<file path="src/rtl/id_alu_decode.sv">
// RV32IM decode-stage ALU control plus ID/EX pipeline register.
// Decodes one instruction per cycle; every output is registered (1-cycle latency).
module id_alu_decode #(
    parameter bit         ENABLE_M       = 1'b1,
    parameter logic [4:0] ILLEGAL_SELECT = 5'b00000
) (
    input  logic        CLK,
    input  logic        RESET,
    input  logic [31:0] INSTRUCTION,
    input  logic [31:0] PC_IN,
    input  logic        IN_VALID,
    input  logic        STALL,
    input  logic        FLUSH,
    output logic [4:0]  ALU_SELECT,
    output logic [1:0]  OP_A_SEL,
    output logic [1:0]  OP_B_SEL,
    output logic [31:0] IMM,
    output logic [4:0]  RD,
    output logic        REG_WRITE,
    output logic [31:0] PC_OUT,
    output logic        OUT_VALID,
    output logic        ILLEGAL
);

    localparam logic [4:0] ALU_ADD  = 5'b00000, ALU_SUB   = 5'b00001, ALU_AND    = 5'b00010,
                           ALU_OR   = 5'b00011, ALU_XOR   = 5'b00100, ALU_SLL    = 5'b00101,
                           ALU_SRL  = 5'b00110, ALU_SRA   = 5'b00111, ALU_MUL    = 5'b01000,
                           ALU_MULH = 5'b01001, ALU_MULHU = 5'b01010, ALU_MULHSU = 5'b01011,
                           ALU_DIV  = 5'b01100, ALU_DIVU  = 5'b01101, ALU_REM    = 5'b01110,
                           ALU_REMU = 5'b01111, ALU_SLT   = 5'b10000, ALU_SLTU   = 5'b10001,
                           ALU_FWD  = 5'b10010;

    localparam logic [6:0] OPC_OP   = 7'b0110011, OPC_OPIMM = 7'b0010011, OPC_LOAD = 7'b0000011,
                           OPC_STORE = 7'b0100011, OPC_LUI  = 7'b0110111, OPC_AUIPC = 7'b0010111,
                           OPC_JAL  = 7'b1101111, OPC_JALR  = 7'b1100111, OPC_BRANCH = 7'b1100011;

    localparam logic [1:0] A_RS1 = 2'b00, A_PC  = 2'b01, A_IMM = 2'b10;
    localparam logic [1:0] B_RS2 = 2'b00, B_IMM = 2'b01, B_FOUR = 2'b10;

    typedef struct packed {
        logic [4:0]  alu_sel;
        logic [1:0]  op_a;
        logic [1:0]  op_b;
        logic [31:0] imm;
        logic [4:0]  rd;
        logic        reg_write;
        logic        illegal;
    } id_ex_t;

    // funct3 map shared by OP (funct7=0) and OP-IMM
    function automatic logic [4:0] base_alu(input logic [2:0] f3);
        case (f3)
            3'b000:  base_alu = ALU_ADD;
            3'b001:  base_alu = ALU_SLL;
            3'b010:  base_alu = ALU_SLT;
            3'b011:  base_alu = ALU_SLTU;
            3'b100:  base_alu = ALU_XOR;
            3'b101:  base_alu = ALU_SRL;
            3'b110:  base_alu = ALU_OR;
            default: base_alu = ALU_AND;
        endcase
    endfunction

    function automatic logic [4:0] m_alu(input logic [2:0] f3);
        case (f3)
            3'b000:  m_alu = ALU_MUL;
            3'b001:  m_alu = ALU_MULH;
            3'b010:  m_alu = ALU_MULHSU;
            3'b011:  m_alu = ALU_MULHU;
            3'b100:  m_alu = ALU_DIV;
            3'b101:  m_alu = ALU_DIVU;
            3'b110:  m_alu = ALU_REM;
            default: m_alu = ALU_REMU;
        endcase
    endfunction

    logic [6:0]  opcode;
    logic [2:0]  f3;
    logic [6:0]  f7;
    logic [31:0] imm_i, imm_s, imm_b, imm_u, imm_j;
    logic        ill, wr;
    id_ex_t      dec, q;

    assign opcode = INSTRUCTION[6:0];
    assign f3     = INSTRUCTION[14:12];
    assign f7     = INSTRUCTION[31:25];

    assign imm_i = {{20{INSTRUCTION[31]}}, INSTRUCTION[31:20]};
    assign imm_s = {{20{INSTRUCTION[31]}}, INSTRUCTION[31:25], INSTRUCTION[11:7]};
    assign imm_b = {{19{INSTRUCTION[31]}}, INSTRUCTION[31], INSTRUCTION[7],
                    INSTRUCTION[30:25], INSTRUCTION[11:8], 1'b0};
    assign imm_u = {INSTRUCTION[31:12], 12'b0};
    assign imm_j = {{11{INSTRUCTION[31]}}, INSTRUCTION[31], INSTRUCTION[19:12],
                    INSTRUCTION[20], INSTRUCTION[30:21], 1'b0};

    always_comb begin
        dec    = '0;
        dec.rd = INSTRUCTION[11:7];
        ill    = 1'b0;
        wr     = 1'b0;
        case (opcode)
            OPC_OP: begin
                wr = 1'b1;
                case (f7)
                    7'b0000000: dec.alu_sel = base_alu(f3);
                    7'b0100000: begin
                        if (f3 == 3'b000)      dec.alu_sel = ALU_SUB;
                        else if (f3 == 3'b101) dec.alu_sel = ALU_SRA;
                        else                   ill = 1'b1;
                    end
                    7'b0000001: begin
                        dec.alu_sel = m_alu(f3);
                        ill         = !ENABLE_M;
                    end
                    default: ill = 1'b1;
                endcase
            end
            OPC_OPIMM: begin
                wr          = 1'b1;
                dec.op_b    = B_IMM;
                dec.alu_sel = base_alu(f3);
                dec.imm     = imm_i;
                if (f3 == 3'b001 || f3 == 3'b101) begin
                    // shift amount is zero-extended; upper imm bits pick SRL/SRA
                    dec.imm = {27'b0, INSTRUCTION[24:20]};
                    if (f3 == 3'b101 && f7 == 7'b0100000) dec.alu_sel = ALU_SRA;
                    else if (f7 != 7'b0000000)            ill = 1'b1;
                end
            end
            OPC_LOAD: begin
                wr       = 1'b1;
                dec.op_b = B_IMM;
                dec.imm  = imm_i;
            end
            OPC_STORE: begin
                dec.op_b = B_IMM;
                dec.imm  = imm_s;
            end
            OPC_LUI: begin
                wr          = 1'b1;
                dec.alu_sel = ALU_FWD;
                dec.op_a    = A_IMM;
                dec.imm     = imm_u;
            end
            OPC_AUIPC: begin
                wr       = 1'b1;
                dec.op_a = A_PC;
                dec.op_b = B_IMM;
                dec.imm  = imm_u;
            end
            OPC_JAL: begin
                wr       = 1'b1;
                dec.op_a = A_PC;
                dec.op_b = B_FOUR;
                dec.imm  = imm_j;
            end
            OPC_JALR: begin
                wr       = 1'b1;
                dec.op_a = A_PC;
                dec.op_b = B_FOUR;
                dec.imm  = imm_i;
                ill      = (f3 != 3'b000);
            end
            OPC_BRANCH: begin
                dec.imm = imm_b;
                case (f3[2:1])
                    2'b00:   dec.alu_sel = ALU_SUB;
                    2'b10:   dec.alu_sel = ALU_SLT;
                    2'b11:   dec.alu_sel = ALU_SLTU;
                    default: ill = 1'b1;
                endcase
            end
            default: ill = 1'b1;
        endcase

        if (ill) begin
            dec.alu_sel   = ILLEGAL_SELECT;
            dec.op_a      = A_RS1;
            dec.op_b      = B_RS2;
            dec.imm       = '0;
            dec.reg_write = 1'b0;
            dec.illegal   = 1'b1;
        end else begin
            dec.reg_write = wr && (dec.rd != 5'd0);
        end
    end

    always_ff @(posedge CLK) begin
        if (RESET) begin
            q         <= '0;
            PC_OUT    <= '0;
            OUT_VALID <= 1'b0;
        end else if (FLUSH) begin
            OUT_VALID   <= 1'b0;
            q.reg_write <= 1'b0;
            q.illegal   <= 1'b0;
        end else if (!STALL) begin
            if (IN_VALID) begin
                q         <= dec;
                PC_OUT    <= PC_IN;
                OUT_VALID <= 1'b1;
            end else begin
                OUT_VALID   <= 1'b0;
                q.reg_write <= 1'b0;
            end
        end
    end

    assign ALU_SELECT = q.alu_sel;
    assign OP_A_SEL   = q.op_a;
    assign OP_B_SEL   = q.op_b;
    assign IMM        = q.imm;
    assign RD         = q.rd;
    assign REG_WRITE  = q.reg_write;
    assign ILLEGAL    = q.illegal;

endmodule
</file>
<file path="config.mk">
export PLATFORM = sky130hd
export DESIGN_NAME = id_alu_decode
export DESIGN_NICKNAME = d
export VERILOG_FILES = /design/src/rtl/id_alu_decode.sv
export SDC_FILE = /design/constraint.sdc
export NUM_CORES = 1
export LEC_CHECK = 0
export ABC_AREA = 0
export CAP_MARGIN = 20
export CORE_ASPECT_RATIO = 0.9
export CORE_MARGIN = 2
export CORE_UTILIZATION = 29
export CTS_BUF_LIST = sky130_fd_sc_hd__clkbuf_8
export DETAILED_ROUTE_END_ITERATION = 8
export SLEW_MARGIN = 20
export SYNTH_ARGS = -nofsm -noshare
export SYNTH_HDL_FRONTEND = slang
export SYNTH_SLANG_ARGS = --single-unit
</file>
<file path="constraint.sdc">
create_clock -name CLK -period 2 [get_ports CLK]
set_input_delay 0.3 -clock CLK [delete_from_list [all_inputs] [get_ports CLK]]
set_output_delay 0.3 -clock CLK [all_outputs]
set_load 0.02 [all_outputs]
</file>
# Word level (Yosys, flattened, before mapping)

Cells that the tools add are included.

Equal/unequal tests: 19
Mux-type cells: 27
Bitwise gates (word level): 2
Reductions and logical operators: 21

Operator list:

| operator                                       | number |
|---|---|
| case mux 32 bit (6 select lines)               | 1 |
| two-way mux 41 bit                             | 1 |
| case mux 5 bit (7 select lines)                | 1 |
| two-way mux 32 bit                             | 1 |
| case mux 5 bit (3 select lines)                | 2 |
| == test 7 x 6 -> 1 bit (second input constant) | 4 |
| == test 7 bit (second input constant)          | 3 |
| case mux 3 bit (7 select lines)                | 1 |
| case mux 5 bit (4 select lines)                | 1 |
| == test 7 x 5 -> 1 bit (second input constant) | 2 |
| two-way mux 1 bit                              | 11 |
| two-way mux 5 bit                              | 2 |
| OR reduction 2 bit                             | 5 |
| == test 3 bit (second input constant)          | 3 |
| case mux 2 bit (2 select lines)                | 2 |
| == test 7 x 1 -> 1 bit (second input constant) | 1 |
| == test 7 x 2 -> 1 bit (second input constant) | 1 |
| zero test 7 bit                                | 1 |
| nonzero test 7 bit                             | 1 |
| OR reduction 7 bit                             | 1 |
| == test 3 x 2 -> 1 bit (second input constant) | 2 |
| two-way mux 3 bit                              | 2 |
| OR reduction 3 bit                             | 2 |
| case mux 1 bit (5 select lines)                | 1 |
| 14 further kinds                               | 17 |

Bits in registers: 81
Bits of input ports: 69
Output and inout bits: 81
Word-level logic and storage cells: 78

# Depth between registers and ports, before layout

Word-level depth: 7
Gate-level depth with buffers: 8
Mapped depth without buffers: 7

# Worst setup path after synthesis

Ideal clock, no wire load.

Path type: input port to flip-flop
Start point: input INSTRUCTION[27]
End point: register q, in the netlist OP_B_SEL[1]
Library setup time: 70 ps
Arrival time: 1970 ps
Required time: 1930 ps
Slack: -40 ps
Stages on the path: 5
Path buffers: 0
Cells stage by stage: or4_4 -> a2111oi_4 -> o211ai_2 -> or4_1 -> a21oi_1

Cells in the longest elaborated chain, start to end: 6
Elaborated cells between the ends (all ways): 12
Those cells by class: eq/ne (2); mux (6); reduce/logical (4)

Ends and longest elaborated chain:

| what                                                         | RTL line      | text |
|---|---|---|
| start: declaration                                           | 9             | `input logic [31:0] INSTRUCTION,` |
| nonzero test 7 bit or == test 7 x 6 -> 1 bit (tied branches) | 127, 104, 126 |  |
| two-way mux 1 bit or logical AND 1 bit (tied branches)       | 127, 126      |  |
| two-way mux 1 bit                                            | 126           | `if (f3 == 3'b101 && f7 == 7'b0100000) dec.alu_sel = ALU_SRA;` |
| two-way mux 1 bit                                            | 123           | `if (f3 == 3'b001 \|\| f3 == 3'b101) begin` |
| case mux 1 bit (5 select lines) *                            | 101           | `case (opcode)` |
| two-way mux 41 bit *                                         | 176           | `if (ill) begin` |
| end: declaration                                             | 82            | `id_ex_t dec, q;` |

Every way passes the cells marked *; elsewhere a longest branch is shown, timed or not.
A chain may end at the register's enable or synchronous reset.

# Worst setup path after layout

Start point: input IN_VALID
End point: register q, in the netlist IMM[26]

Cells in the longest elaborated chain, start to end: 1

Ends and longest elaborated chain:

| what                                 | RTL line | text |
|---|---|---|
| start: declaration                   | 11       | `input logic IN_VALID,` |
| AND reduction 3 bit (no source line) | -        |  |

Every way passes these cells.

==> metrics.txt <==
max_slew headroom 62.55%; Hold-fix buffers, CTS 0; Ports 150; CTS tree done; Worst-Margin Slew about 0.56 ns; die width around 120 um; Hold Crit Class reg2reg; TritonCTS Sinks 81; Leakage 2.332 nW; initial antenna violation count 0; Setup WS pre-CTS -0.4735 ns; metal2 WL 6141 um; Routed met3 length 649 um; Synth Net Count 560; num rows 39; Worst Path Arrival 2.17 ns; synth top area cells dfxtp_1 44%, nand2_1 13%, a21oi_1 9.7%; Sum Neg Setup Slack 0 ns; Synth top area share 43.83%; H-tree lvl count 3; Primary FF master, synth dfxtp_1; count leader, synth nand2_1; final count of hold timing violations 0; FF-to-FF End ILLEGAL; post-synthesis register bit count 81; CP required 2.28 ns; fin crit period 1.890 ns; CP max stage cell clkdlybuf4s50_1; 1st-iter DRT viols 310; routability congestion estimate 0.8944; Peak VDD IR 0.4452 mV; global route overflow 0; average size of a mapped cell 7.582 um2; effective utilization at floorplan 29.39%; R2R depth 2; vias per cell 4.850; crit path max fanout 24; ys async rst share 0%; outcome finished, final reports clean; Antenna Nets Post-Route 0; Worst-Skew Late Latency 0.36 ns; Buffers on Ports 149; Total Routing Usage GR 19.99%; final worst setup slack 0.1098 ns; Fill cells 1212; clock root buffer clkbuf_8; die span in y 111.2 um; sequential fraction of the synthesis area between 40% and 50%; Routed WL per cell between 15 and 20 um; ratio of cells with drive above 1 in the final layout 17.47%; Layout area overhead 69.29%; Worst path max stage delay 0.44 ns; Max Clk Rate roughly 530 MHz; Top Layer Used met4; first-pass GRT wire length 21300 um; Critical path origin IN_VALID; crit path cell chain clkdlybuf4s50_1, nor2b_1, or2b_1, a2111oi_1, buf_4, nand3_1, buf_12, o21ai_0; drt drc 0; DR vias 4210; flop2flop setup slack 1.15 ns; final wirelength between 10000 and 15000 um; Worst-path clk slew 0.09 ns; skew final 0 ns; vias in the first global route 4022; MaxCap Viol Count 0; TritonRoute pass-1 iters 5; Cell Pwr Density 573.0 nW/um2; CP endpoint IMM[26]; Worst Setup Start Kind input port; metal1 wirelength 6455 um; fin nets 771; post-DP HPWL ~10000 um; CTS buffer count 9; Slew Viols, Final 0; clk buf depth 2; Synth cell types 55; largest net degree at the start of global routing 52; ant diodes 0; fin crit share 94.51%; leading area contributor after synthesis dfxtp_1; CORE AREA 12590 um2; Final setup viols 0; Die Footprint 13680 um2; Post-synth top cells 129 x nand2_1, 81 x dfxtp_1, 72 x a21oi_1, 37 x o21ai_0, 34 x clkbuf_1; Crit. End Element flop; r2r startpoint ILLEGAL; post-synthesis cell count 488; YS warnings 0; Post-synth EDFFs 0; Post-Syn Area 3700 um2; critical path class in2reg
## sequential cells by signal (all words and copies together) (netlist names)
register and cells:
ALU_SELECT 5, ILLEGAL 1, IMM 32, OP_A_SEL 2, OP_B_SEL 2, OUT_VALID 1, PC_OUT 32, RD 5
REG_WRITE 1
## cells by family after synthesis
group                      synth area share [%]
adders and majority gates                 1.015
DFF                                       43.83
xor gates and xnor gates                 0.4735
and+or+nand+nor                           24.62
AOI/OAI and AO/OA                         25.09
buffers and inverters                     4.971
## placed cells by master (no fill, tap or decap), types with 5 or more instances in the layout
cell type,n
nand2_1,129
nor2_1,17
inv_1,8
clkbuf_8,9
nor2b_1,7
nand3_1,11
clkdlybuf4s50_1,139
dfxtp_1,81
nand2b_1,5
a21oi_1,71
buf_4,87
o21ai_0,36
dlygate4sd2_1,6
## worst min-delay path by stage
stage / depth (start not counted) / start / to / slack [ns]
after global routing: 3 / PC_IN[18] / PC_OUT[18] / 0.47
after floorplan: 1 / FLUSH / OUT_VALID / 0.38
final: 2 / PC_OUT[21] / PC_OUT[21] / 0.46
after global placement: 2 / IMM[16] / IMM[16] / 0.44
after detailed placement: 2 / PC_OUT[18] / PC_OUT[18] / 0.45
after CTS: 2 / PC_OUT[18] / PC_OUT[18] / 0.46
## repair_timing
| action | CTS | global route |
|---|---|---|
| setup endpoints to repair | 34 | 41 |
| pin swaps | 1 | 3 |
| resized for setup | 11 | 17 |
| hold endpoints to repair | 0 | 0 |
| setup buffers | 1 | 1 |
## area by class of cell
class	count	area, um2	share of cell area (%)
timing repair buffer	240	2220	35.44
multi-input combinational	359	1969	31.44
sequential	81	1622	25.89
tap	164	205.2	3.276
clock buffer	9	123.9	1.978
clock inverter	7	93.84	1.498
inverter	8	30.03	0.4794
## through the flow
stage	hold WS, ns	cells	utilization, %	total power, mW	cell area, um2
floorplan	0.3793	488	-	1.904	3700
global placement	0.4373	850	47.25	2.269	5948
detailed placement	0.4473	850	47.25	2.274	5948
CTS	0.4602	867	49.16	3.613	6188
global route	0.4699	868	49.75	3.744	6264
finish	0.4583	868	49.75	3.589	6264
## metal layers
metal,track usage (%),vias to the layer above
met5,0,-
met4,6.818,0
met3,3.344,21
met2,30.76,115
met1,28.10,1958
li1,-,2116
## power by group
part           internal, mW  switching, mW
Sequential             1.64         0.0127
Combinational         0.314          0.285
Clock                 0.703          0.638
Total                  2.65          0.936
## critical path: cells and delay by family
kind	cells	cell delay, ns
compound gates	2	0.50
simple gates	3	0.54
buf+inv	3	0.82
Note: power is estimated with default switching activity, not from simulation.
